$ cat src/rtl/accelerator_write_heads_pkg.sv
// accelerator_write_heads_pkg
// Shared definitions for the DNC write-heads sequencer:
//   - wh_state_e : controller FSM state encoding
//   - PHASE_*    : vector phase encoding, also driven on VECTOR_SEL
//   - DEFAULT_TIMEOUT : default watchdog limit (used only with
//     WRITE_HEADS_CONTROLLER_TIMEOUT_EN defined)
package accelerator_write_heads_pkg;

    typedef enum logic [2:0] {
        ST_IDLE         = 3'd0,
        ST_SCALAR_START = 3'd1,
        ST_SCALAR_WAIT  = 3'd2,
        ST_VEC_START    = 3'd3,
        ST_VEC_REQ      = 3'd4,
        ST_VEC_FEED     = 3'd5,
        ST_VEC_WAIT     = 3'd6,
        ST_DONE         = 3'd7
    } wh_state_e;

    localparam logic [1:0] PHASE_KEY    = 2'd0;
    localparam logic [1:0] PHASE_ERASE  = 2'd1;
    localparam logic [1:0] PHASE_VECTOR = 2'd2;

    localparam int DEFAULT_TIMEOUT = 1024;

endpackage

$ cat src/rtl/accelerator_write_heads_element_feeder.sv
// accelerator_write_heads_element_feeder
// Element streaming helper shared by the three vector phases. Holds the element
// index, captures buffer data on request/valid and produces the enable strobe.
// Ports:
//   i_clk, i_rst     clock, synchronous active-high reset
//   i_clear          clear the element index (phase start)
//   i_req_state      controller is requesting an element
//   i_feed_state     controller is feeding the captured element
//   i_valid, i_data  buffer response
//   i_len            effective vector length
//   o_req            element request
//   o_capture        request accepted this cycle
//   o_enable         element strobe
//   o_last           strobe is for the final element
//   o_index          current element index
//   o_data           captured element
module accelerator_write_heads_element_feeder
    import accelerator_write_heads_pkg::*;
#(
    parameter int DATA_SIZE = 64
) (
    input  logic                 i_clk,
    input  logic                 i_rst,
    input  logic                 i_clear,
    input  logic                 i_req_state,
    input  logic                 i_feed_state,
    input  logic                 i_valid,
    input  logic [DATA_SIZE-1:0] i_data,
    input  logic [DATA_SIZE-1:0] i_len,
    output logic                 o_req,
    output logic                 o_capture,
    output logic                 o_enable,
    output logic                 o_last,
    output logic [DATA_SIZE-1:0] o_index,
    output logic [DATA_SIZE-1:0] o_data
);

    logic [DATA_SIZE-1:0] r_index;
    logic [DATA_SIZE-1:0] r_data;
    logic [DATA_SIZE-1:0] w_index_next;

    assign w_index_next = r_index + DATA_SIZE'(1);

    always_ff @(posedge i_clk) begin
        if (i_rst) begin
            r_index <= '0;
            r_data  <= '0;
        end else begin
            if (i_clear) begin
                r_index <= '0;
            end else if (i_feed_state) begin
                r_index <= w_index_next;
            end
            if (o_capture) begin
                r_data <= i_data;
            end
        end
    end

    assign o_req     = i_req_state;
    assign o_capture = i_req_state & i_valid;
    assign o_enable  = i_feed_state;
    assign o_last    = i_feed_state && (w_index_next == i_len);
    assign o_index   = r_index;
    assign o_data    = r_data;

endmodule

$ cat src/rtl/accelerator_write_heads_controller.sv
// accelerator_write_heads_controller
// Sequencer for the DNC write-heads datapath: starts the three scalar units,
// waits for them, then streams min(SIZE_W_IN, W) elements into the write-key,
// erase-vector and write-vector units in turn, then pulses READY.
// Optional watchdog: define WRITE_HEADS_CONTROLLER_TIMEOUT_EN to enable a wait
// counter that aborts the job with an ERROR pulse after TIMEOUT cycles.
// Ports:
//   CLK, RST                   clock, synchronous active-high reset
//   START / READY / BUSY       job handshake; ERROR on watchdog abort
//   SIZE_W_IN, GA_IN, GW_IN, BETA_IN   job parameters captured at START
//   VECTOR_*                   element fetch interface to the upstream buffer
//   <UNIT>_START / <UNIT>_READY        per-unit start pulse and completion
//   scalar / size / element outputs    data towards the six units
module accelerator_write_heads_controller
    import accelerator_write_heads_pkg::*;
#(
    parameter int DATA_SIZE = 64,
    parameter int W         = 64
`ifdef WRITE_HEADS_CONTROLLER_TIMEOUT_EN
    ,
    parameter int TIMEOUT   = DEFAULT_TIMEOUT
`endif
) (
    input  logic                 CLK,
    input  logic                 RST,
    input  logic                 START,
    output logic                 READY,
    output logic                 BUSY,
    output logic                 ERROR,
    input  logic [DATA_SIZE-1:0] SIZE_W_IN,
    input  logic [DATA_SIZE-1:0] GA_IN,
    input  logic [DATA_SIZE-1:0] GW_IN,
    input  logic [DATA_SIZE-1:0] BETA_IN,
    output logic                 VECTOR_REQ,
    output logic [1:0]           VECTOR_SEL,
    output logic [DATA_SIZE-1:0] VECTOR_INDEX,
    input  logic [DATA_SIZE-1:0] VECTOR_DATA,
    input  logic                 VECTOR_VALID,
    output logic                 ALLOCATION_GATE_START,
    output logic                 WRITE_GATE_START,
    output logic                 WRITE_STRENGTH_START,
    output logic                 WRITE_KEY_START,
    output logic                 ERASE_VECTOR_START,
    output logic                 WRITE_VECTOR_START,
    input  logic                 ALLOCATION_GATE_READY,
    input  logic                 WRITE_GATE_READY,
    input  logic                 WRITE_STRENGTH_READY,
    input  logic                 WRITE_KEY_READY,
    input  logic                 ERASE_VECTOR_READY,
    input  logic                 WRITE_VECTOR_READY,
    output logic [DATA_SIZE-1:0] ALLOCATION_GATE_GA_IN,
    output logic [DATA_SIZE-1:0] WRITE_GATE_GW_IN,
    output logic [DATA_SIZE-1:0] WRITE_STRENGTH_BETA_IN,
    output logic [DATA_SIZE-1:0] WRITE_KEY_SIZE_W_IN,
    output logic [DATA_SIZE-1:0] ERASE_VECTOR_SIZE_W_IN,
    output logic [DATA_SIZE-1:0] WRITE_VECTOR_SIZE_W_IN,
    output logic [DATA_SIZE-1:0] WRITE_KEY_K_IN,
    output logic [DATA_SIZE-1:0] ERASE_VECTOR_E_IN,
    output logic [DATA_SIZE-1:0] WRITE_VECTOR_V_IN,
    output logic                 WRITE_KEY_K_IN_ENABLE,
    output logic                 ERASE_VECTOR_E_IN_ENABLE,
    output logic                 WRITE_VECTOR_V_IN_ENABLE
);

    wh_state_e            r_state;
    wh_state_e            w_state_next;
    logic [1:0]           r_phase;
    logic [1:0]           w_phase_next;
    logic [DATA_SIZE-1:0] r_n;
    logic [DATA_SIZE-1:0] r_ga;
    logic [DATA_SIZE-1:0] r_gw;
    logic [DATA_SIZE-1:0] r_beta;
    // Sticky ready flags: [0]=alloc gate, [1]=write gate, [2]=strength,
    // [3]=key, [4]=erase, [5]=write vector.
    logic [5:0]           r_flags;
    logic [5:0]           w_flags_next;
    logic [5:0]           w_unit_ready;
    logic [2:0]           w_phase_bit;
    logic [DATA_SIZE-1:0] w_n_eff;
    logic                 w_accept;

    logic                 w_req;
    logic                 w_capture;
    logic                 w_feed;
    logic                 w_last;
    logic [DATA_SIZE-1:0] w_index;
    logic [DATA_SIZE-1:0] w_elem_data;

    assign w_unit_ready = {WRITE_VECTOR_READY, ERASE_VECTOR_READY, WRITE_KEY_READY,
                           WRITE_STRENGTH_READY, WRITE_GATE_READY, ALLOCATION_GATE_READY};
    assign w_phase_bit  = 3'd3 + {1'b0, r_phase};
    assign w_n_eff      = (SIZE_W_IN > DATA_SIZE'(W)) ? DATA_SIZE'(W) : SIZE_W_IN;
    assign w_accept     = (r_state == ST_IDLE) && START;

`ifdef WRITE_HEADS_CONTROLLER_TIMEOUT_EN
    logic [31:0] r_wd_cnt;
    logic        r_error;
    logic        w_wait_state;
    logic        w_timeout;

    assign w_wait_state = (r_state == ST_SCALAR_WAIT) || (r_state == ST_VEC_REQ) ||
                          (r_state == ST_VEC_WAIT);
    assign w_timeout    = w_wait_state && (r_wd_cnt == 32'(TIMEOUT - 1));

    // Counter restarts whenever the state changes, including REQ/FEED hops.
    always_ff @(posedge CLK) begin
        if (RST) begin
            r_wd_cnt <= '0;
            r_error  <= 1'b0;
        end else begin
            r_error <= w_timeout;
            if (w_state_next != r_state) begin
                r_wd_cnt <= '0;
            end else if (w_wait_state) begin
                r_wd_cnt <= r_wd_cnt + 32'd1;
            end
        end
    end

    assign ERROR = r_error;
`else
    assign ERROR = 1'b0;
`endif

    always_comb begin
        w_state_next = r_state;
        w_phase_next = r_phase;
        w_flags_next = r_flags | w_unit_ready;
        case (r_state)
            ST_IDLE: begin
                if (START) w_state_next = ST_SCALAR_START;
            end
            ST_SCALAR_START: begin
                // Clear on start, but a ready in this same cycle still counts.
                w_flags_next[2:0] = w_unit_ready[2:0];
                w_state_next      = ST_SCALAR_WAIT;
            end
            ST_SCALAR_WAIT: begin
                if (&r_flags[2:0]) begin
                    if (r_n == '0) begin
                        w_state_next = ST_DONE;
                    end else begin
                        w_phase_next = PHASE_KEY;
                        w_state_next = ST_VEC_START;
                    end
                end
            end
            ST_VEC_START: begin
                w_flags_next[w_phase_bit] = w_unit_ready[w_phase_bit];
                w_state_next              = ST_VEC_REQ;
            end
            ST_VEC_REQ: begin
                if (w_capture) w_state_next = ST_VEC_FEED;
            end
            ST_VEC_FEED: begin
                w_state_next = w_last ? ST_VEC_WAIT : ST_VEC_REQ;
            end
            ST_VEC_WAIT: begin
                if (r_flags[w_phase_bit]) begin
                    if (r_phase == PHASE_VECTOR) begin
                        w_state_next = ST_DONE;
                    end else begin
                        w_phase_next = r_phase + 2'd1;
                        w_state_next = ST_VEC_START;
                    end
                end
            end
            ST_DONE: begin
                w_state_next = ST_IDLE;
            end
            default: begin
                w_state_next = ST_IDLE;
            end
        endcase
`ifdef WRITE_HEADS_CONTROLLER_TIMEOUT_EN
        if (w_timeout) w_state_next = ST_IDLE;
`endif
    end

    always_ff @(posedge CLK) begin
        if (RST) begin
            r_state <= ST_IDLE;
            r_phase <= PHASE_KEY;
            r_flags <= '0;
            r_n     <= '0;
            r_ga    <= '0;
            r_gw    <= '0;
            r_beta  <= '0;
        end else begin
            r_state <= w_state_next;
            r_phase <= w_phase_next;
            r_flags <= w_flags_next;
            if (w_accept) begin
                r_n    <= w_n_eff;
                r_ga   <= GA_IN;
                r_gw   <= GW_IN;
                r_beta <= BETA_IN;
            end
        end
    end

    accelerator_write_heads_element_feeder #(
        .DATA_SIZE (DATA_SIZE)
    ) u_feeder (
        .i_clk        (CLK),
        .i_rst        (RST),
        .i_clear      (r_state == ST_VEC_START),
        .i_req_state  (r_state == ST_VEC_REQ),
        .i_feed_state (r_state == ST_VEC_FEED),
        .i_valid      (VECTOR_VALID),
        .i_data       (VECTOR_DATA),
        .i_len        (r_n),
        .o_req        (w_req),
        .o_capture    (w_capture),
        .o_enable     (w_feed),
        .o_last       (w_last),
        .o_index      (w_index),
        .o_data       (w_elem_data)
    );

    assign BUSY  = (r_state != ST_IDLE);
    assign READY = (r_state == ST_DONE);

    assign ALLOCATION_GATE_START = (r_state == ST_SCALAR_START);
    assign WRITE_GATE_START      = (r_state == ST_SCALAR_START);
    assign WRITE_STRENGTH_START  = (r_state == ST_SCALAR_START);
    assign WRITE_KEY_START       = (r_state == ST_VEC_START) && (r_phase == PHASE_KEY);
    assign ERASE_VECTOR_START    = (r_state == ST_VEC_START) && (r_phase == PHASE_ERASE);
    assign WRITE_VECTOR_START    = (r_state == ST_VEC_START) && (r_phase == PHASE_VECTOR);

    assign VECTOR_REQ   = w_req;
    assign VECTOR_SEL   = w_req ? r_phase : 2'd0;
    assign VECTOR_INDEX = w_req ? w_index : '0;

    assign ALLOCATION_GATE_GA_IN  = r_ga;
    assign WRITE_GATE_GW_IN       = r_gw;
    assign WRITE_STRENGTH_BETA_IN = r_beta;
    assign WRITE_KEY_SIZE_W_IN    = r_n;
    assign ERASE_VECTOR_SIZE_W_IN = r_n;
    assign WRITE_VECTOR_SIZE_W_IN = r_n;

    assign WRITE_KEY_K_IN_ENABLE    = w_feed && (r_phase == PHASE_KEY);
    assign ERASE_VECTOR_E_IN_ENABLE = w_feed && (r_phase == PHASE_ERASE);
    assign WRITE_VECTOR_V_IN_ENABLE = w_feed && (r_phase == PHASE_VECTOR);
    assign WRITE_KEY_K_IN    = WRITE_KEY_K_IN_ENABLE    ? w_elem_data : '0;
    assign ERASE_VECTOR_E_IN = ERASE_VECTOR_E_IN_ENABLE ? w_elem_data : '0;
    assign WRITE_VECTOR_V_IN = WRITE_VECTOR_V_IN_ENABLE ? w_elem_data : '0;

endmodule

$ cat config.mk
export PLATFORM = sky130hd
export DESIGN_NAME = accelerator_write_heads_controller
export DESIGN_NICKNAME = d
export VERILOG_FILES = /design/src/rtl/accelerator_write_heads_pkg.sv /design/src/rtl/accelerator_write_heads_element_feeder.sv /design/src/rtl/accelerator_write_heads_controller.sv
export SDC_FILE = /design/constraint.sdc
export NUM_CORES = 1
export LEC_CHECK = 0
export BUFFER_PORTS_ARGS = -buffer_cell sky130_fd_sc_hd__buf_4
export CAP_MARGIN = 5
export CORE_AREA = 2 2 388 390
export CTS_CLUSTER_SIZE = 25
export DETAILED_ROUTE_END_ITERATION = 8
export DIE_AREA = 0 0 390 392
export SYNTH_ARGS = -nofsm -noshare
export SYNTH_HDL_FRONTEND = slang
export SYNTH_SLANG_ARGS = --single-unit
$ cat constraint.sdc
create_clock -name CLK -period 3.39 [get_ports CLK]
set_input_delay 0.339 -clock CLK [delete_from_list [all_inputs] [get_ports CLK]]
set_output_delay 0.339 -clock CLK [all_outputs]
set_load 0.02 [all_outputs]
==> impl_metrics.toml, run 1 <==
[die]
core_area_um2 = 149000
rows = 142
start_util_pct = 12.9
ios = 985
dieArea_um2 = 153000
fp.dieW_um = 390
die_h_um = 392

[clock_network]
clk_latency_ps = 650
cts_buffer_depth = 3
cts_tree = "yes"
clkTransAtPathRegs_ps = 60
clock-sinks = 395
cts_root_buffer = "clkbuf_16"
htree_levels = 2
cts_buffers = 53

[power]
seqPwrFrac_pct = 35.5
p_comb_share_pct = 24.9
p_sw_share_pct = 34.4
p_sw_mw = 5.22
internal-power_mw = 9.97
p_per_area_nw_per_um2 = 467
power_frac_clock_pct = 39.6
ir_drop_mv = 0.390
p_leak_nw = 14.1

[synthesis]
synth_cell_types = 64
syn_area_um2 = 19300
synth_common_cells = "577 x nand2_1, 395 x dfxtp_1, 288 x a21oi_1"
avgSynthCellArea_um2 = 7.73
synth-edff-count = 0
yosys.area.top_type_share_pct = 41.1
syn_nets = 2827
ys_seq_elements = 395
synth_area_leaders = "dfxtp_1 41%, nand2_1 11%, and2_1 8.4%, a21oi_1 7.5%, buf_4 5.1%"
seq_area_frac_synth_pct = 41.1
yosysWarnings = 0
async_flop_share_pct = 0
yosysTopAreaCell = "dfxtp_1"
syn_inst = 2491
synthFlopType = "dfxtp_1"
synth_most_common_cell = "nand2_1"

[cells_and_area]
num-fill-cells = 16400
nets = 3890
finalInstanceArea_um2 = 32500
syn_to_final_growth_pct = 69.0
final_cell_count_no_fill = 5548
drive_gt1_share_pct = 33.0

[detailed_routing]
vias = 21600
avgRoutedWirePerCell_um = 20.7
routed.top_layer = "met5"
drt_iter0_markers = 1512
drt.antenna.violating_nets = 0
wl_met1_um = 47700
drc = 0
wl_met3_um = 8850
wl_met2_um = 54000
vias_per_cell = 3.89
routed_wl_um = 115000
first_pass_iters = 5

[timing]
layout_setup_ws_ps = 238
rsz0062_at_grt = "false"
max_clock_freq_mhz = 317
tns_ps = 0
fin_skew_ps = 34.3
setup_viol = 0
drv_slew = 0
relSlewSlack_pct = 38.5
post-route-period-util_pct = 93.0
holdWs_ps = 27.9
max_slew.worst_pin.slew_ps = 920
min_period_ps = 3150
hold_violations = 0

[grt]
grt_overflow = 0
gr-usage-all-layers_pct = 14.1
grt_pass1_vias = 20800
grt_max_degree = 89
antenna_found_initial = 24
grt_pass1_wl_um = 156000

[critical_path]
critPathSlowestCell = "and3_2"
slowest_delay_ps = 510
worstSetupPathType = "flop to output port"
cpMostUsedCell = "buf_4"
critPathCaptureType = "output port"
worstSetupStartpointType = "flop"
cp_max_fo = 37
crit_arrival_ps = 2810
required_ps = 3050
path_cells = "nor2b_1, buf_4, and3_2, buf_4, and2_1, buf_4"
timing.reg2reg.setup_slack_ps = 360

[place]
port_buffers = 983
dp.cells = 5179
dpl.hpwl_um = 89600
pre_cts_ws_ps = 405
dpl-instance-area_um2 = 28000
gp_congestion = 0.911

[outcome]
outcome = "finished clean"

[hold_path]
hold_class = "primary input to flop"

[job]
drv_cap = 0
-- critical path, delay by kind of cell, from the launching register on --
family / cells / cell delay (ps)
buf+inv: 3 / 760
flops: 1 / 480
simple gates: 3 / 870
-- placed cells by master (no fill, tap or decap), types with 5 or more instances in the layout --
master,n
inv_1,9
o21ai_0,28
a31oi_1,5
ha_1,6
bufinv_16,5
xnor2_1,88
nand2b_1,5
nand4_1,51
dlygate4sd3_1,264
nor3_1,33
and2_1,257
nand3_1,33
nor4_1,48
a21oi_1,288
clkinv_2,8
and4_1,10
nand2_1,575
and3_1,77
xor2_1,64
clkbuf_16,53
a22oi_1,7
or3_1,21
nor2_1,101
buf_4,1052
dfxtp_1,394
clkinvlp_4,7
clkbuf_8,7
buf_12,6
clkbuf_1,7
diode_2,7
-- through the flow --
step | power, mW | util (%)
after CTS | 15.5 | 21.8
after global routing | 15.9 | 21.8
after detailed placement | 9.04 | 18.8
after global placement | 9.00 | 18.8
after floorplan | 7.19 | -
final | 15.2 | 21.9
-- final timing paths --
path	startpoint	endpoint	cells past startpoint
min	BETA_IN[6]	WRITE_STRENGTH_BETA_IN[6]	3
max reg2reg	u_feeder.o_index[0]	r_state[1]	9
min reg2reg	WRITE_STRENGTH_BETA_IN[16]	WRITE_STRENGTH_BETA_IN[16]	2
max	r_state[0]	WRITE_VECTOR_V_IN[59]	6
-- final cells by class --
| class | instances | area (um^2) | area share, % |
|---|---|---|---|
| sequential | 395 | 7910 | 24.3 |
| multi-input combinational | 1772 | 9630 | 29.6 |
| clock buffer | 67 | 1450 | 4.45 |
| clock inverter | 31 | 397 | 1.22 |
| timing repair buffer | 1323 | 10700 | 32.8 |
| inverter | 9 | 33.8 | 0.104 |
| antenna | 7 | 17.5 | 0.0538 |
| tap | 1944 | 2430 | 7.47 |
-- registers in the layout (all words and copies together), names as in the netlist --
register and cells:
ERASE_VECTOR_SIZE_W_IN 64, WRITE_STRENGTH_BETA_IN 64, r_phase 2, u_feeder.o_index 64, r_state 3, r_flags 6
ALLOCATION_GATE_GA_IN 64, WRITE_GATE_GW_IN 64, u_feeder.o_data 64
-- cells by family (layout without fill, tap and decap cells) --
kind of cell | count (synthesis) | count (layout) | share of synthesized area (%)
AOI/OAI and AO/OA | 351 | 351 | 9.70
DFF | 395 | 395 | 41.1
other | 1 | 8 | 0.0195
adders and majority gates | 6 | 6 | 0.390
xor gates and xnor gates | 152 | 152 | 6.91
buffers and inverters | 324 | 1430 | 9.06
muxes | 7 | 7 | 0.500
and+or+nand+nor | 1255 | 1255 | 32.3
-- power by group through the flow --
stage                     combinational (mW)  clock (mW)  sequential [mW]
after global placement                  3.52           0             5.47
after floorplan                         1.34           0             5.85
after global routing                    4.07        6.39             5.45
after CTS                               3.82        6.25             5.40
final                                   3.78        6.01             5.40
after detailed placement                3.55           0             5.49
-- metal layers --
layer	vias to the layer above	GRT usage [%]
met5	-	0
met2	930	23.8
met1	10200	17.3
met3	180	3.54
met4	10	4.85
li1	10200	-
-- repair_timing --
action | in CTS | in global routing
hold buffers | 264 | 0
setup buffers | 0 | 0
resized for setup | 0 | 1
setup endpoints to repair | 0 | 2
endpoints found under the hold margin | 260 | 0
Power figures use the tool's default switching activity.
==> run 2, diff against run 1 <==
CORE_AREA = 2 2 384 386   (was 2 2 388 390)
DIE_AREA = 0 0 386 388   (was 0 0 390 392)
HOLD_SLACK_MARGIN = 0.03   (was not set)
==> run 2 against run 1 <==
Effect of this change:
- clock power shrank 8.3%
- clock skew fell by 16 ps
- worst hold slack better by 47 ps
- die area shrank 2.0%
- sequential power up 0.9%
==> impl_metrics.toml, run 2 (synthesis results as in run 1) <==
[job]
drv_cap = 0

[clock_network]
clkTransAtPathRegs_ps = 60
htree_levels = 2
clock-sinks = 395
cts_tree = "yes"
cts_buffers = 51
cts_root_buffer = "clkbuf_16"
postCtsSetupBuffers = 0
cts_buffer_depth = 3
clk_latency_ps = 640

[timing]
relSlewSlack_pct = 35.5
drv_slew = 0
post-route-period-util_pct = 92.7
max_slew.worst_pin.slew_ps = 967
tns_ps = 0
min_period_ps = 3140
setup_viol = 0
hold_violations = 0
fin_skew_ps = 18.6
max_clock_freq_mhz = 318
rsz0062_at_grt = "false"

[grt]
busiest_layer = "met2"
grt_use_met3_pct = 3.76
grt_max_degree = 113
gr-usage-all-layers_pct = 14.7
grt_pass1_vias = 20900
grt_overflow = 0
use_met2_pct = 24.6
grtUsageMet1_pct = 17.8
grt_pass1_wl_um = 158000
antenna_found_initial = 27

[critical_path]
required_ps = 3960
path_delay_family = "simple AND/OR/NAND/NOR gates"
critPathBufInv = 0
critPathSlowestCell = "or4_1"
slowest_delay_ps = 700
path_cells = "nand3_2, or4_1, nor3_1, a21oi_1, a2111oi_0, nand4_1, nor4_1, a31o_1"
worstSetupStartpointType = "flop"
crit_arrival_ps = 3710
cp_max_fo = 12
critPathCaptureType = "flop"
worstSetupPathType = "flop to flop"

[power]
p_per_area_nw_per_um2 = 457
ir_drop_mv = 0.373
power.total_mw = 14.8
p_leak_nw = 14.0

[place]
dpl.hpwl_um = 91900
gp_congestion = 0.928
port_buffers = 983

[cells_and_area]
layout_commonest_cell = "buf_4"
final_cell_mix = "1040 x buf_4, 575 x nand2_1, 394 x dfxtp_1, 288 x a21oi_1, 271 x dlygate4sd3_1"
drive_gt1_share_pct = 32.6
final_util_pct = 22.3
syn_to_final_growth_pct = 67.9
nets = 3882

[detailed_routing]
drt_iter0_markers = 1509
vias = 21600
routed_wl_um = 116000
drc = 0
vias_per_cell = 3.92
avgRoutedWirePerCell_um = 21.1
drt.antenna.violating_nets = 0
first_pass_iters = 7

[die]
core_area_um2 = 145000
dieArea_um2 = 150000
die_h_um = 388
start_util_pct = 13.3
rows = 140
fp.dieW_um = 386
ios = 985

[hold_path]
hold_class = "primary input to flop"

[outcome]
outcome = "finished clean"
==> run 2: repair_timing <==
action,in CTS,in global routing
setup endpoints to repair,73,5
gates resized for setup,2,2
hold buffers,271,0
endpoints found under the hold margin,261,0
pin swaps,0,0
==> run 2: metrics by stage <==
stage / worst slack (ps) / instances / hold WS [ps] / instance area (um^2)
3_5_place_dp: 336 / 5139 / 447 / 27900
6_report: 248 / 5509 / 74.7 / 32300
5_1_grt: 89.8 / 5507 / 47.1 / 32300
4_1_cts: 41.7 / 5504 / 34.7 / 32300
2_1_floorplan: 649 / 2491 / 449 / 19300
3_3_place_gp: 337 / 5139 / 442 / 27900
==> run 2: final cells by class <==
class                      count  area, um^2
timing repair buffer        1317       10600
inverter                       9        33.8
clock inverter                24         221
sequential                   395        7910
fill                       15900      113000
multi-input combinational   1772        9660
tap                         1917        2400
antenna                        5        12.5
clock buffer                  70        1450
==> run 2: final timing paths <==
path,from,end,slack [ps],depth (start not counted)
max,u_feeder.o_index[5],r_state[1],250,8
min,GA_IN[63],ALLOCATION_GATE_GA_IN[63],70,3
max reg2reg,u_feeder.o_index[5],r_state[1],250,8
min reg2reg,WRITE_STRENGTH_BETA_IN[63],WRITE_STRENGTH_BETA_IN[63],450,2
==> run 2: metal layers <==
metal	vias up	wire [um]
met5	-	47
met4	8	4710
met3	160	9320
met2	937	54700
met1	10300	47400
li1	10200	-
==> run 2: power breakdown <==
part	internal [mW]	leakage [nW]	switching (mW)	total [mW]
clock network	3.10	0.821	2.41	5.51
logic	1.45	10.0	2.37	3.82
registers	5.08	3.21	0.365	5.45
total	9.63	14.0	5.14	14.8
==> run 2: worst min-delay path: cells and delay by family <==
family                 cells  cell delay [ps]
and+or+nand+nor            1              100
buffers and inverters      1              140
AOI/OAI and AO/OA          1               70
